<file path="src/rtl/uart_word_tx_if.sv">
// ---------------------------------------------------------------------------
// uart_word_tx_if
//
// Bundles the word handshake and the serial-side status of uart_word_tx.
//
// Signals:
//   in_data   word to transmit (WORD_W bits), held by the source until taken
//   in_valid  source has a word ready
//   in_ready  transmitter can take a word (only while idle)
//   uart_txd  serial line, idle high
//   busy      a word is in flight
//   tx_done   one-cycle pulse when the final bit of a word has completed
//
// Modports:
//   master    word source side (drives in_data/in_valid)
//   slave     transmitter side (drives everything else)
// ---------------------------------------------------------------------------
interface uart_word_tx_if #(
    parameter int WORD_W = 64
);
    logic [WORD_W-1:0] in_data;
    logic              in_valid;
    logic              in_ready;
    logic              uart_txd;
    logic              busy;
    logic              tx_done;

    modport master (
        output in_data,
        output in_valid,
        input  in_ready,
        input  uart_txd,
        input  busy,
        input  tx_done
    );

    modport slave (
        input  in_data,
        input  in_valid,
        output in_ready,
        output uart_txd,
        output busy,
        output tx_done
    );
endinterface

</file>
<file path="src/rtl/uart_word_tx.sv">
// ---------------------------------------------------------------------------
// uart_word_tx
//
// Takes a WORD_W-bit word through a valid/ready handshake and sends it as
// WORD_W/8 back-to-back 8N1 frames, least-significant byte first, bit 0 of
// each byte first. GAP_BITS idle bit-times follow every stop bit, including
// the one of the last byte. tx_done pulses for one cycle as the line returns
// to idle, which is also the first cycle a new word can be accepted.
//
// Parameters:
//   CLK_F     system clock in Hz
//   UART_BPS  baud rate
//   CLK_GOAL  clocks per bit (>= 2)
//   WORD_W    word width, multiple of 8, 8..256
//   GAP_BITS  idle bit-times after every byte, 0..15
//
// Ports:
//   clk       system clock, rising edge
//   rst       synchronous active-high reset
//   bus       uart_word_tx_if.slave (in_data, in_valid, in_ready,
//             uart_txd, busy, tx_done)
//
// Optional feature:
//   UART_PARITY_EN  when defined, an even-parity bit follows the data bits
//                   (11-bit frames); otherwise frames are plain 8N1.
// ---------------------------------------------------------------------------
module uart_word_tx #(
    parameter int CLK_F    = 50_000_000,
    parameter int UART_BPS = 115200,
    parameter int CLK_GOAL = CLK_F / UART_BPS,
    parameter int WORD_W   = 64,
    parameter int GAP_BITS = 0
) (
    input  logic          clk,
    input  logic          rst,
    uart_word_tx_if.slave bus
);

    localparam int NBYTES = WORD_W / 8;
    localparam int BYTE_W = (NBYTES > 1) ? $clog2(NBYTES) : 1;
    localparam int CNT_W  = (CLK_GOAL > 1) ? $clog2(CLK_GOAL) : 1;

    localparam logic [CNT_W-1:0]  CNT_LAST  = CNT_W'(CLK_GOAL - 1);
    localparam logic [BYTE_W-1:0] BYTE_LAST = BYTE_W'(NBYTES - 1);
    localparam logic [3:0]        GAP_LAST  = 4'(GAP_BITS - 1);

`ifdef UART_PARITY_EN
    typedef enum logic [2:0] {
        IDLE, START, DATA, PARITY, STOP, GAP
    } state_t;
`else
    typedef enum logic [2:0] {
        IDLE, START, DATA, STOP, GAP
    } state_t;
`endif

    state_t              state_q, state_d;
    logic [WORD_W-1:0]   shift_q, shift_d;
    logic [CNT_W-1:0]    baud_cnt_q, baud_cnt_d;
    logic [2:0]          bit_idx_q, bit_idx_d;
    logic [BYTE_W-1:0]   byte_idx_q, byte_idx_d;
    logic [3:0]          gap_cnt_q, gap_cnt_d;
    logic                txd_q, txd_d;
    logic                done_q, done_d;
`ifdef UART_PARITY_EN
    logic                par_q, par_d;
`endif

    logic                baudWrap;
    logic                byteDone;

    // Next-state logic. Every transition happens on the last clock of a
    // bit-time. The shift register moves one bit per data bit-time, so after
    // eight of them the next byte already sits in the low bits. The line
    // level is computed from the next state so uart_txd can be registered.
    always_comb begin
        state_d    = state_q;
        shift_d    = shift_q;
        baud_cnt_d = baud_cnt_q;
        bit_idx_d  = bit_idx_q;
        byte_idx_d = byte_idx_q;
        gap_cnt_d  = gap_cnt_q;
        done_d     = 1'b0;
        txd_d      = 1'b1;
        byteDone   = 1'b0;
`ifdef UART_PARITY_EN
        par_d      = par_q;
`endif

        baudWrap = (baud_cnt_q == CNT_LAST);
        if (state_q != IDLE) begin
            baud_cnt_d = baudWrap ? '0 : baud_cnt_q + CNT_W'(1);
        end

        case (state_q)
            IDLE: begin
                if (bus.in_valid) begin
                    state_d    = START;
                    shift_d    = bus.in_data;
                    baud_cnt_d = '0;
                    bit_idx_d  = '0;
                    byte_idx_d = '0;
                end
            end
            START: begin
                if (baudWrap) begin
                    state_d   = DATA;
                    bit_idx_d = '0;
`ifdef UART_PARITY_EN
                    par_d     = 1'b0;
`endif
                end
            end
            DATA: begin
                if (baudWrap) begin
                    shift_d = shift_q >> 1;
`ifdef UART_PARITY_EN
                    par_d   = par_q ^ shift_q[0];
`endif
                    if (bit_idx_q == 3'd7) begin
`ifdef UART_PARITY_EN
                        state_d = PARITY;
`else
                        state_d = STOP;
`endif
                    end else begin
                        bit_idx_d = bit_idx_q + 3'd1;
                    end
                end
            end
`ifdef UART_PARITY_EN
            PARITY: begin
                if (baudWrap) begin
                    state_d = STOP;
                end
            end
`endif
            STOP: begin
                if (baudWrap) begin
                    if (GAP_BITS > 0) begin
                        state_d   = GAP;
                        gap_cnt_d = '0;
                    end else begin
                        byteDone = 1'b1;
                    end
                end
            end
            GAP: begin
                if (baudWrap) begin
                    if (gap_cnt_q == GAP_LAST) begin
                        byteDone = 1'b1;
                    end else begin
                        gap_cnt_d = gap_cnt_q + 4'd1;
                    end
                end
            end
            default: begin
                state_d = IDLE;
            end
        endcase

        // End of a byte's trailing idle: either start the next byte or
        // finish the word and raise the completion pulse.
        if (byteDone) begin
            if (byte_idx_q == BYTE_LAST) begin
                state_d = IDLE;
                done_d  = 1'b1;
            end else begin
                state_d    = START;
                byte_idx_d = byte_idx_q + BYTE_W'(1);
            end
        end

        case (state_d)
            START:   txd_d = 1'b0;
            DATA:    txd_d = shift_d[0];
`ifdef UART_PARITY_EN
            PARITY:  txd_d = par_d;
`endif
            default: txd_d = 1'b1;
        endcase
    end

    // State and datapath registers; reset drops any word in flight.
    always_ff @(posedge clk) begin
        if (rst) begin
            state_q    <= IDLE;
            shift_q    <= '0;
            baud_cnt_q <= '0;
            bit_idx_q  <= '0;
            byte_idx_q <= '0;
            gap_cnt_q  <= '0;
            txd_q      <= 1'b1;
            done_q     <= 1'b0;
`ifdef UART_PARITY_EN
            par_q      <= 1'b0;
`endif
        end else begin
            state_q    <= state_d;
            shift_q    <= shift_d;
            baud_cnt_q <= baud_cnt_d;
            bit_idx_q  <= bit_idx_d;
            byte_idx_q <= byte_idx_d;
            gap_cnt_q  <= gap_cnt_d;
            txd_q      <= txd_d;
            done_q     <= done_d;
`ifdef UART_PARITY_EN
            par_q      <= par_d;
`endif
        end
    end

    assign bus.uart_txd = txd_q;
    assign bus.busy     = (state_q != IDLE);
    assign bus.in_ready = (state_q == IDLE);
    assign bus.tx_done  = done_q;

endmodule

</file>
<file path="src/flat_wrapper.sv">
// flat-port wrapper written by rule: the top's interface ports become plain ports
module uart_word_tx_flat 
#(
    parameter int CLK_F    = 50_000_000,
    parameter int UART_BPS = 115200,
    parameter int CLK_GOAL = CLK_F / UART_BPS,
    parameter int WORD_W   = 64,
    parameter int GAP_BITS = 0
)
  (clk, rst, bus_in_data, bus_in_valid, bus_in_ready, bus_uart_txd, bus_busy, bus_tx_done);
  uart_word_tx_if #(.WORD_W(WORD_W)) bus_i ();
  input  logic clk;
  input  logic rst;
  input wire logic [$bits(bus_i.in_data)-1:0] bus_in_data;
  input wire logic [$bits(bus_i.in_valid)-1:0] bus_in_valid;
  output wire logic [$bits(bus_i.in_ready)-1:0] bus_in_ready;
  output wire logic [$bits(bus_i.uart_txd)-1:0] bus_uart_txd;
  output wire logic [$bits(bus_i.busy)-1:0] bus_busy;
  output wire logic [$bits(bus_i.tx_done)-1:0] bus_tx_done;
  assign bus_i.in_data = bus_in_data;
  assign bus_i.in_valid = bus_in_valid;
  assign bus_in_ready = bus_i.in_ready;
  assign bus_uart_txd = bus_i.uart_txd;
  assign bus_busy = bus_i.busy;
  assign bus_tx_done = bus_i.tx_done;
  uart_word_tx #(.CLK_F(CLK_F), .UART_BPS(UART_BPS), .CLK_GOAL(CLK_GOAL), .WORD_W(WORD_W), .GAP_BITS(GAP_BITS)) u_core (.clk(clk), .rst(rst), .bus(bus_i));
endmodule
</file>
<file path="config.mk">
export PLATFORM = sky130hd
export DESIGN_NAME = uart_word_tx_flat
export DESIGN_NICKNAME = d
export VERILOG_FILES = /design/src/rtl/uart_word_tx_if.sv /design/src/rtl/uart_word_tx.sv /design/src/flat_wrapper.sv
export SDC_FILE = /design/constraint.sdc
export NUM_CORES = 1
export LEC_CHECK = 0
export BUFFER_PORTS_ARGS = -buffer_cell sky130_fd_sc_hd__buf_2
export CORE_MARGIN = 4
export CORE_UTILIZATION = 40
export CTS_CLUSTER_DIAMETER = 200
export CTS_CLUSTER_SIZE = 25
export DETAILED_ROUTE_END_ITERATION = 8
export MAX_ROUTING_LAYER = met4
export PLACE_DENSITY_LB_ADDON = 0.12
export SLEW_MARGIN = 10
export SYNTH_ARGS = -nofsm -noshare
export SYNTH_HDL_FRONTEND = slang
export SYNTH_SLANG_ARGS = --single-unit
</file>
<file path="constraint.sdc">
create_clock -name clk -period 2.3 [get_ports clk]
set_clock_uncertainty 0.05 [all_clocks]
set_input_delay 0.115 -clock clk [delete_from_list [all_inputs] [get_ports clk]]
set_output_delay 0.115 -clock clk [all_outputs]
set_load 0.03 [all_outputs]
</file>
==> summary.txt, run 1 <==
Critical path
  – Data arrival time of the critical path: between 2 and 2.5 ns
  – R2R setup slack: roughly 0.15 ns
  – RR Endpoint: u_core.shift_q[10]
  – Crit. End Element: register
  – CP required: 2.48 ns
  – Worst path cell trace: nor4b_4, a31oi_1, or3_2, buf_12, a222oi_1, nor2_1
  – Slowest stage delay, CP: roughly 0.45 ns
  – Path depth of the worst reg2reg path: 6
  – Critical path type: reg -> reg
  – Critical Path Fanout Max: 63
  – Reg-to-Reg Start: u_core.baud_cnt_q[2]
  – CP max stage cell: or3_2
  – Crit path launch type: register

Power and ir drop
  – Pleak: roughly 2 nW
  – Worst VDD drop: 0.425 mV
  – Power density cells: 612 nW/um^2

Cells and area
  – Nets: 580
  – # diodes: 0
  – Synthesis-to-layout area growth: 33.8%
  – Final instance area: 4960 sq um
  – Proportion of layout cells with a drive suffix above 1: 0.217

Global route
  – GRT Util Overall: 0.177
  – Final global-route overflow total: 0
  – Number of global-route vias before repair: around 3.3k
  – Antenna violations before repair: 0
  – First-pass GRT wire length: 15800 microns
  – Pin count of the biggest net entering global routing: 89

Worst hold path
  – Hold EP: u_core.shift_q[0]
  – Worst Hold Class: in -> reg
  – Min-delay src: bus_in_data[0]
  – Worst Hold Depth: 4

Placed design
  – Port bufs: 70
  – Detailed Place HPWL: roughly 5400 microns
  – Routability cong.: approximately 0.8
  – Instance area after placement: 4160 sq um

Logic synthesis
  – Synthesis Warnings: 0
  – Async S/R FF share, synth: 0
  – Distinct cell type count after synthesis: between 40 and 50
  – Flops & latches, synth: 88
  – Synthesized area: ~3700 sq um
  – Ys flop type: dfxtp_1
  – Mean Syn Cell Area: 9.66 sq um
  – Post-synth EDFFs: 0
  – Post-Syn Instances: roughly 380
  – Leading area contributor after synthesis: dfxtp_1
  – Syn nets: roughly 460
  – Post-synthesis sequential area ratio: 0.475
  – Post-synth top area share: 0.475
  – Synth top area cells: dfxtp_1, a222oi_1, nor2_1

Clock network
  – CTS tree: done
  – Number of CTS-inserted buffers: 9
  – Post-CTS Resized: 0
  – Sink Count: about 90
  – Clk root buf: clkbuf_8
  – CTS Hold Bufs: 63
  – Clock-pin slew on the worst setup and hold paths: roughly 0.09 ns
  – CTS H-Tree Depth: 3
  – CTS max path bufs: 2
  – Clock latency on the worst-skew pair: 0.36 ns
  – Postcts setup bufs: 0

Outcome
  – Status: finished clean

STA
  – Worst Max-Slew Pin Slew: roughly 0.49 ns
  – Post-Route Setup TNS: 0 ns
  – Relative slew slack: 0.676
  – RSZ-0062 raised after global routing: false
  – Fmax: ~470 MHz
  – Crit path time final: 2.15 ns
  – Tcrit/Tclk final: 0.934
  – Final slew viol count: 0
  – Setup Viol. Count Final: 0
  – Hold Fails Final Rpt: 0

Route
  – DRC viols: 0
  – Routed Antenna Nets: 0
  – Drt first pass iters: 9
  – Via density: ~5.7
  – Post-Route WL: about 9400 microns
  – Vias: between 3k and 4k
  – Average wire per standard cell: between 15 and 20 microns
  – Initial drt markers: 344

Die
  – Num ports: 71
  – Die Wd: 104 microns
  – Starting Density: 0.417
  – FP Rows: 34
  – Die height: approximately 100 microns
  – Die area: around 11000 sq um
  – Core Region: around 8900 sq um

Job
  – Max_cap viols: 0
-- layout make-up --
class,count,area (sq um)
fill,766,3930
sequential,88,1760
multi-input combinational,256,1740
timing repair buffer,147,1140
tap,108,135
clock buffer,10,128
clock inverter,6,45.0
inverter,4,15.0
-- cell usage after synthesis (3+ instances only) --
| library cell | n |
|---|---|
| o21ai_0 | 6 |
| nand2_1 | 11 |
| and3_2 | 3 |
| nand3_1 | 6 |
| clkbuf_1 | 19 |
| ha_1 | 7 |
| a21oi_1 | 11 |
| buf_2 | 8 |
| or3_1 | 3 |
| nor3_1 | 3 |
| nand4_1 | 3 |
| a222oi_1 | 62 |
| a22oi_1 | 3 |
| xor2_1 | 3 |
| nor2_1 | 86 |
| nand3b_1 | 5 |
| and3_1 | 4 |
| nand2b_1 | 3 |
| nor3b_1 | 3 |
| dfxtp_1 | 88 |
| inv_1 | 4 |
| nor2b_1 | 4 |
| buf_6 | 7 |
| mux2i_1 | 4 |
-- layout by cell type, fill, tap and decap left out, types with 2 or more instances in the layout --
master / n
a21oi_1: 11
a222oi_1: 62
a22oi_1: 3
a311oi_1: 2
and3_1: 4
and3_2: 3
buf_12: 4
buf_2: 70
buf_4: 10
clkbuf_8: 9
clkinvlp_4: 3
dfxtp_1: 88
dlygate4sd3_1: 63
ha_1: 7
inv_1: 4
mux2i_1: 4
nand2_1: 11
nand2b_1: 3
nand3_1: 6
nand3b_1: 5
nand4_1: 3
nor2_1: 86
nor2b_1: 4
nor3_1: 3
nor3b_1: 3
nor4b_4: 2
o211ai_1: 2
o21ai_0: 6
o22ai_1: 2
or3_1: 2
xor2_1: 3
-- per-layer routing --
metal / up-vias / global-route usage / share of wire / wire [microns]
li1: 1735 / - / - / -
met1: 1688 / 0.222 / 0.45 / 4220
met2: 104 / 0.288 / 0.48 / 4540
met3: 13 / 0.0428 / 0.054 / 508
met4: 0 / 0.0437 / 0.011 / 103
met5: - / - / 0 / 0
-- registers in the layout (all words and copies together) (netlist names) --
name                 cells
u_core.bit_idx_q         3
u_core.baud_cnt_q        9
u_core.byte_idx_q        3
u_core.bus.uart_txd      1
u_core.shift_q          64
u_core.state_q           3
u_core.bus.tx_done       1
u_core.gap_cnt_q         4
-- metrics by stage --
stage	utilization	setup slack, ns	power [W]	hold WS, ns	instances
final	0.558	0.152	0.00304	0.113	619
after global routing	0.558	0.0690	0.00319	0.136	619
after CTS	0.558	0.168	0.00308	0.0961	619
after detailed placement	0.468	0.192	0.00202	0.306	540
after global placement	0.468	0.247	0.00201	0.297	540
after floorplan	-	0.273	0.00191	0.211	384
-- worst max path at each step --
| stage | start | to | slack (ns) | cells after the start |
|---|---|---|---|---|
| CTS | u_core.baud_cnt_q[0] | u_core.shift_q[25] | 0.17 | 7 |
| detailed placement | u_core.baud_cnt_q[1] | u_core.shift_q[25] | 0.19 | 8 |
| floorplan | u_core.baud_cnt_q[0] | u_core.shift_q[4] | 0.27 | 8 |
| global route | u_core.baud_cnt_q[2] | u_core.bit_idx_q[0] | 0.07 | 5 |
| global placement | u_core.baud_cnt_q[0] | u_core.shift_q[3] | 0.25 | 7 |
| finish | u_core.baud_cnt_q[2] | u_core.shift_q[10] | 0.15 | 6 |
-- where the power goes --
group	switching (W)	internal, W
sequential	0.0000459	0.00160
clock	0.000570	0.000397
combinational	0.000196	0.000228
-- logic make-up after synthesis --
| group | count (synthesis) | share of synthesized area |
|---|---|---|
| flip-flops | 88 | 0.475 |
| XOR/XNOR | 4 | 0.00945 |
| multiplexers | 5 | 0.0138 |
| buffers and inverters | 40 | 0.0577 |
| AO/OA/AOI/OAI | 98 | 0.231 |
| adder cells (fa/ha/maj) | 7 | 0.0236 |
| AND/OR/NAND/NOR | 142 | 0.189 |
-- critical path, delay by kind of cell, from the launching register on --
family	cells	cell delay [ns]
and+or+nand+nor	3	0.84
AOI/OAI and AO/OA	2	0.53
buffers and inverters	1	0.20
DFF	1	0.39
Power figures use the tool's default switching activity.
==> inputs of run 2 (changes only) <==
- ABC_AREA: default -> 1
- SKIP_CTS_REPAIR_TIMING: default -> 1
==> summary.txt, run 2 <==
Outcome
  – Status: finished with violations
  – Failing checks: negative hold slack

Job
  – Max_cap viols: 0

Logic synthesis
  – Synth cell count leaders: nand2_1, dfxtp_1, nand3_1
  – Mean Syn Cell Area: 7.36 sq um
  – Synthesized area: slightly above 4000 sq um
  – Post-Syn Instances: approximately 550
  – Async S/R FF share, synth: 0
  – Ys flop type: dfxtp_1
  – Synthesis Warnings: 0
  – Distinct cell type count after synthesis: 32
  – Post-synth EDFFs: 0
  – Most frequent cell after synthesis: nand2_1
  – Flops & latches, synth: between 80 and 90
  – Leading area contributor after synthesis: dfxtp_1
  – Post-synth top area share: 0.434
  – Synth top area cells: dfxtp_1, nand2_1, nand3_1
  – Syn nets: 625
  – Post-synthesis sequential area ratio: 0.434

Die
  – FP Rows: 36
  – Num ports: 71
  – Die height: 109 microns
  – Starting Density: 0.413
  – Die Wd: between 100 and 150 microns
  – Die area: around 12000 sq um
  – Core Region: between 9000 and 10000 sq um

Cells and area
  – Top flop regs: u_core.shift_q x64, u_core.baud_cnt_q x9, u_core.gap_cnt_q x4
  – Commonest non-fill, non-tap cell in the layout: nand2_1
  – Register with the most flip-flops: u_core.shift_q
  – # diodes: 0
  – Nets: just over 700
  – Most frequent cells in the layout: nand2_1, dfxtp_1, nand3_1, buf_2, a31oi_1
  – Synthesis-to-layout area growth: 25.8%
  – Fillers: ~990
  – Max FFs per register: 64
  – Area of the multi-input gates: 1940 sq um
  – FF/Latch Area: between 1500 and 2000 sq um
  – Proportion of layout cells with a drive suffix above 1: 0.164

Critical path
  – Slowest stage delay, CP: 0.49 ns
  – CP most frequent cell: nand2_1
  – WP buf/inv: 1
  – Crit. End Element: register
  – Crit path launch type: register
  – Data arrival time of the critical path: around 2.1 ns
  – Critical path type: reg -> reg
  – Top delay family on crit path: simple AND/OR/NAND/NOR gates
  – CP max stage cell: dfxtp_1
  – CP required: around 2.5 ns
  – Critical Path Fanout Max: 36
  – Worst path cell trace: nand2_1, nor2_4, nand2_1, nand2_2, buf_4, nand2_1, a31oi_1

Route
  – Metal2 WL: about 4500 microns
  – Wl on met1: approximately 4800 microns
  – Vias: 3952
  – Via density: a little over 5
  – DRC viols: 0
  – Initial drt markers: roughly 250
  – Max layer used: met4
  – Drt first pass iters: 5
  – Average wire per standard cell: 12.6 microns
  – Routed Antenna Nets: 0
  – WL met3: 491 microns
  – Post-Route WL: about 9900 microns

Global route
  – Final global-route overflow total: 0
  – Antenna violations before repair: 0
  – First-pass GRT wire length: 16000 microns
  – Number of global-route vias before repair: ~3.5k
  – Pin count of the biggest net entering global routing: 64
  – GRT Util Overall: 0.172

STA
  – RSZ-0062 raised after global routing: false
  – Fmax: between 500 and 600 MHz
  – Worst Max-Slew Pin Slew: between 0.3 and 0.4 ns
  – Final hold slack: -0.0176 ns
  – Post-Route Setup TNS: 0 ns
  – Relative slew slack: 0.735
  – Crit path time final: ~1.9 ns
  – Tcrit/Tclk final: 0.810
  – Hold Fails Final Rpt: 9
  – Final slew viol count: 0
  – Setup Viol. Count Final: 0

Placed design
  – Detailed Place HPWL: about 6400 microns
  – Port bufs: 70
  – Routability cong.: about 0.86

Power and ir drop
  – Worst VDD drop: between 0.4 and 0.5 mV
  – Pleak: 2.01 nW
  – Power density cells: ~640 nW/um^2
  – Total power: about 0.0033 W

Clock network
  – CTS tree: done
  – Number of CTS-inserted buffers: 9
  – CTS H-Tree Depth: 3
  – Clock latency on the worst-skew pair: 0.35 ns
  – CTS max path bufs: 2
  – Sink Count: 88
  – Clock-pin slew on the worst setup and hold paths: 0.08 ns
  – Clk root buf: clkbuf_8

Worst hold path
  – Worst Hold Class: in -> reg
-- run 2: cell count changes after synthesis, moves of 10 or more --
cell	delta
clkbuf_1	-10
a31oi_1	+60
inv_1	+23
nor2_1	-56
nand3_1	+71
nand2_1	+155
a222oi_1	-62
-- run 2: path summary, 6_finish.rpt --
path	end	depth (start not counted)	slack (ns)	startpoint
worst max register to register	u_core.shift_q[58]	7	0.44	u_core.state_q[1]
worst max-delay path	u_core.shift_q[58]	7	0.44	u_core.state_q[1]
worst min-delay path	u_core.shift_q[26]	3	-0.02	bus_in_data[26]
worst min register to register	u_core.shift_q[63]	2	0.42	u_core.shift_q[63]
-- run 2: cell families (layout without fill, tap and decap cells) --
kind of cell,count (synthesis),count (layout),share of synthesized area
AOI/OAI and AO/OA,99,99,0.145
buffers and inverters,68,169,0.0898
xor gates and xnor gates,2,2,0.00432
adders and majority gates,7,7,0.0216
and+or+nand+nor,287,287,0.305
DFF,88,88,0.434
-- run 2: tightest hold or removal path: stages --
cell and delay, ns:
buf_2 0.09, nand2_1 0.05, a31oi_1 0.07
-- run 2: metal layers --
layer / GRT usage / vias to the layer above
met2: 0.264 / 93
met3: 0.0343 / 14
met4: 0.0559 / 0
met5: - / -
met1: 0.227 / 1790
li1: - / 2055
-- run 2: per-stage QoR --
stage	setup slack, ns	hold WS, ns	area, sq um	instances	utilization
6_report	0.438	-0.0176	5100	785	0.520
5_1_grt	0.182	0.00212	5100	785	0.520
4_1_cts	0.431	-0.0450	4660	741	0.475
3_5_place_dp	0.447	0.344	4440	727	0.452
3_3_place_gp	0.504	0.340	4440	727	0.452
2_1_floorplan	0.764	0.213	4060	551	-
-- run 2: layout make-up --
cell class | count | area share
multi-input cells | 395 | 0.380
flip-flops and latches | 88 | 0.345
repair buffers | 123 | 0.175
well taps | 133 | 0.0326
clock buffers | 10 | 0.0250
inverters | 32 | 0.0235
clock inverters | 4 | 0.0186
-- run 2: where the power goes --
| group | leakage [nW] | switching [W] | internal, W |
|---|---|---|---|
| Combinational | 1.18 | 0.000208 | 0.000181 |
| Sequential | 0.720 | 0.0000445 | 0.00160 |
| Clock | 0.112 | 0.000519 | 0.000709 |
